$ cat config.mk
export PLATFORM = sky130hd
export DESIGN_NAME = serial_adder
export DESIGN_NICKNAME = d
export VERILOG_FILES = /design/src/rtl/serial_adder.sv
export SDC_FILE = /design/constraint.sdc
export NUM_CORES = 1
export LEC_CHECK = 0
export BUFFER_PORTS_ARGS = -buffer_cell sky130_fd_sc_hd__buf_2
export CORE_MARGIN = 10
export CORE_UTILIZATION = 50
export CTS_BUF_LIST = sky130_fd_sc_hd__clkbuf_4
export DETAILED_ROUTE_END_ITERATION = 12
export GPL_TIMING_DRIVEN = 0
export PLACE_DENSITY = 0.73
export SLEW_MARGIN = 20
export SYNTH_ARGS = -nofsm -noshare
export SYNTH_HDL_FRONTEND = slang
export SYNTH_SLANG_ARGS = --single-unit
export TNS_END_PERCENT = 1
$ cat constraint.sdc
create_clock -name clk -period 1.7 [get_ports clk]
set_clock_uncertainty 0.15 [all_clocks]
set_input_delay 0.34 -clock clk [delete_from_list [all_inputs] [get_ports clk]]
set_output_delay 0.34 -clock clk [all_outputs]
set_load 0.02 [all_outputs]
$ cat src/rtl/serial_adder.sv
// Bit-serial unsigned adder: one full-adder evaluation per clock, LSB first,
// with the carry held in a flop and the WIDTH-bit result published with a done pulse.
module serial_adder #(
  parameter int WIDTH = 8
) (
  input  logic             clk,
  input  logic             rst,
  input  logic             start,
  input  logic [WIDTH-1:0] a,
  input  logic [WIDTH-1:0] b,
  input  logic             cin,
  output logic             busy,
  output logic             done,
  output logic [WIDTH-1:0] sum,
  output logic             cout
);

  localparam int CNT_W = (WIDTH > 1) ? $clog2(WIDTH) : 1;
  localparam logic [CNT_W-1:0] LAST = CNT_W'(WIDTH - 1);

  typedef enum logic [1:0] {IDLE, RUN, DONE} state_t;

  state_t           state, state_nxt;
  logic [WIDTH-1:0] sa, sb, sp;
  logic             carry;
  logic [CNT_W-1:0] cnt;
  logic             fa_s, fa_c;
  logic             last;

  // Same behaviour as the shared 1-bit cell: returns {carry, sum}.
  function automatic logic [1:0] full_add(input logic x, input logic y, input logic ci);
    return {(x & y) | (x & ci) | (y & ci), x ^ y ^ ci};
  endfunction

  assign {fa_c, fa_s} = full_add(sa[0], sb[0], carry);
  assign last = (cnt == LAST);

  always_ff @(posedge clk) begin
    if (rst) state <= IDLE;
    else     state <= state_nxt;
  end

  always_comb begin
    state_nxt = state;
    case (state)
      IDLE:    if (start) state_nxt = RUN;
      RUN:     if (last) state_nxt = DONE;
      DONE:    state_nxt = start ? RUN : IDLE;
      default: state_nxt = IDLE;
    endcase
  end

  assign busy = (state == RUN);
  assign done = (state == DONE);

  // Operand load, one bit per RUN edge, result publish on the final bit
  always_ff @(posedge clk) begin
    if (rst) begin
      sa    <= '0;
      sb    <= '0;
      sp    <= '0;
      carry <= 1'b0;
      cnt   <= '0;
      sum   <= '0;
      cout  <= 1'b0;
    end else begin
      case (state)
        IDLE, DONE: begin
          if (start) begin
            sa    <= a;
            sb    <= b;
            carry <= cin;
            sp    <= '0;
            cnt   <= '0;
          end
        end
        RUN: begin
          sp    <= {fa_s, sp[WIDTH-1:1]};
          sa    <= {1'b0, sa[WIDTH-1:1]};
          sb    <= {1'b0, sb[WIDTH-1:1]};
          carry <= fa_c;
          cnt   <= cnt + CNT_W'(1);
          if (last) begin
            sum  <= {fa_s, sp[WIDTH-1:1]};
            cout <= fa_c;
          end
        end
        default: ;
      endcase
    end
  end

endmodule

==> results_dict.tcl <==
set metrics [dict create \
    min_period_ns 1.67 \
    syn_avg_cell_area_um2 8.49 \
    rsz0062_at_grt "true" \
    grt_pass1_vias 1428 \
    p_switching_w 0.000478 \
    criticalPathCategory "reg -> out" \
    syn_nets 213 \
    ys_ff_latch 38 \
    place.gp.congestion 0.743 \
    power.density_nw_per_um2 883 \
    peakVddDrop_uv 632 \
    report.final.slew_viol_count 0 \
    worstMarginPinSlew_ns 0.599 \
    timing.hold.ws_ns 0.0941 \
    area_growth_pct 17.9 \
    cts_buffers 5 \
    critical-path-max-stage-delay_ns 0.34 \
    critPathBufInv 4 \
    pwr-share-seq_pct 57.4 \
    clock_latency_ns 0.34 \
    crit_top_cell "buf_6" \
    fp.dieH_um 76.8 \
    synth_ff_type "dfxtp_1" \
    vias 1450 \
    detailed_place.area_um2 1810 \
    cpMaxStageDelayCell "dfxtp_2" \
    synthTopCellsByCount "nand2_1, dfxtp_1, a21oi_1, nand3_1, nor2_1" \
    p_comb_share_pct 15.5 \
    yosys-top-cells-area "dfxtp_1, nand2_1, a21oi_1" \
    crit_family "buffers and inverters" \
    antenna_found_initial 0 \
    cp.arrival_ns 1.18 \
    num-nets-final 251 \
    post-route-drc-count 0 \
    cts_tree "done" \
    clk_pin_slew_ns 0.12 \
    drtPass1Iterations 4 \
    tns_ns 0 \
    synthCells 190 \
    finalHoldViolCount 0 \
    cts_max_level 2 \
    p_int_w 0.00120 \
    crit_fanout 2 \
    die_w_um 76.8 \
    grt_pass1_wl_um 6200 \
    layout-drive-gt1-share_pct 27.5 \
    path_cells "nand2b_4 -> buf_6 -> inv_4 -> buf_8 -> buf_6" \
    slew_headroom_pct 60.1 \
    clkSinkCount 38 \
    async_flop_share_pct 0 \
    grt_max_degree 19 \
    core_um2 3080 \
    drt_iter0_drc 127 \
    row_count 20 \
    ys_types 19 \
    avgRoutedWirePerCell_um 13.7 \
    status "completed" \
    period_share_pct 98.1 \
    power_w 0.00168 \
    setup_viol 0 \
    grtUsageTotal_pct 12.4 \
    p_leak_nw 0.765 \
    postCtsHoldBufs 0 \
    syn_area_um2 1610 \
    maxCapViolations 0 \
    num_io_pins 31 \
    pwr-share-clk_pct 27.1 \
    critical_path.endpoint_type "primary output" \
    stdcell_area_um2 1900 \
    yosysSeqAreaShare_pct 47.1 \
    worstPathRequired_ns 1.21 \
    ys_warn_count 0 \
    switching_share_pct 28.5 \
    port_buffers 29 \
    clockBufferDepth 2 \
    antenna_left 0 \
    yosysMostFrequentCell "nand2_1" \
    post_drt_via_cell_ratio 5.31 \
    startpoint_type "flop" \
    wirelength_um 3750 \
    clockRootBuffer "clkbuf_4" \
    antenna_cells 0 \
    synth_top_area_cell "dfxtp_1" \
    post-dp-hpwl_um 2720 \
    die_area_um2 5900 \
    start_util_pct 52.4 \
    globalRouteOverflowTotal 0 \
    synth_edf_count 0 \
    synth_top_area_share_pct 47.1 \
    hold_path_class "in -> reg" \
    fmax_mhz 600 \
]
==> repair_timing <==
action | CTS | global route
resized for setup | 5 | 4
endpoints found under the setup margin | 1 | 3
setup buffers | 3 | 0
==> cell families after synthesis <==
logic type | synth area share (%)
and+or+nand+nor | 24.5
DFF | 47.1
AOI/OAI and AO/OA | 17.8
buffers and inverters | 7.75
adders and majority gates | 2.79
==> worst min-delay path: cells and delay by family <==
family                 cells  cell delay [ns]
AOI/OAI and AO/OA          1             0.06
buffers and inverters      1             0.09
and+or+nand+nor            1             0.05
==> placed cells by master (no fill, tap or decap), drive strengths merged <==
master	count
nor2	17
ha	2
dfxtp	38
nand2	50
clkbuf	7
clkinv	2
a21oi	21
o21a	1
buf	46
inv	1
fa	1
nand2b	3
nor2b	2
clkinvlp	1
nand3b	1
a311oi	15
nand3	21
==> path summary, 6_finish.rpt <==
check / to / cells past startpoint / from / slack, ns
setup / recovery: busy / 5 / state[1] / 0.03
hold / removal: sb[7] / 3 / b[7] / 0.09
setup reg to reg: sum[6] / 5 / cnt[0] / 0.15
hold reg to reg: sum[0] / 2 / sum[0] / 0.31
==> power groups by stage <==
stage,Sequential (W),Clock [W],Combinational [W]
floorplan,0.000975,0,0.000184
global placement,0.000980,0,0.000242
detailed placement,0.000982,0,0.000250
CTS,0.000962,0.000459,0.000257
global route,0.000971,0.000507,0.000286
finish,0.000965,0.000455,0.000260
==> through the flow <==
step / instances / setup slack, ns / util, %
after CTS: 273 / 0.00308 / 61.5
after global routing: 273 / -0.0160 / 61.8
after global placement: 263 / 0.140 / 58.9
after floorplan: 190 / 0.354 / -
final: 273 / 0.0321 / 61.8
after detailed placement: 263 / 0.119 / 58.9
==> registers in the layout, summed over array words and instances (netlist names) <==
signal and cells:
carry 1, cnt 3, cout 1, sa 8
sb 8, sp 7, state 2, sum 8
==> layout make-up <==
| class | instances | area [um^2] |
|---|---|---|
| multi-input cells | 134 | 736 |
| flip-flops and latches | 38 | 763 |
| plain buffers | 16 | 115 |
| repair buffers | 32 | 174 |
| inverters | 1 | 6.26 |
| clock inverters | 3 | 16.3 |
| well taps | 44 | 55.1 |
| fillers | 282 | 1170 |
| clock buffers | 5 | 37.5 |
==> metal layers <==
metal  vias up  GRT usage, %  wire [um]
li1        724             -          -
met1       682          14.0       1670
met2        36          20.9       1780
met3         8          4.66        224
met4         0          3.90         76
met5         -             0          0
(Power assumes the default switching activity.)
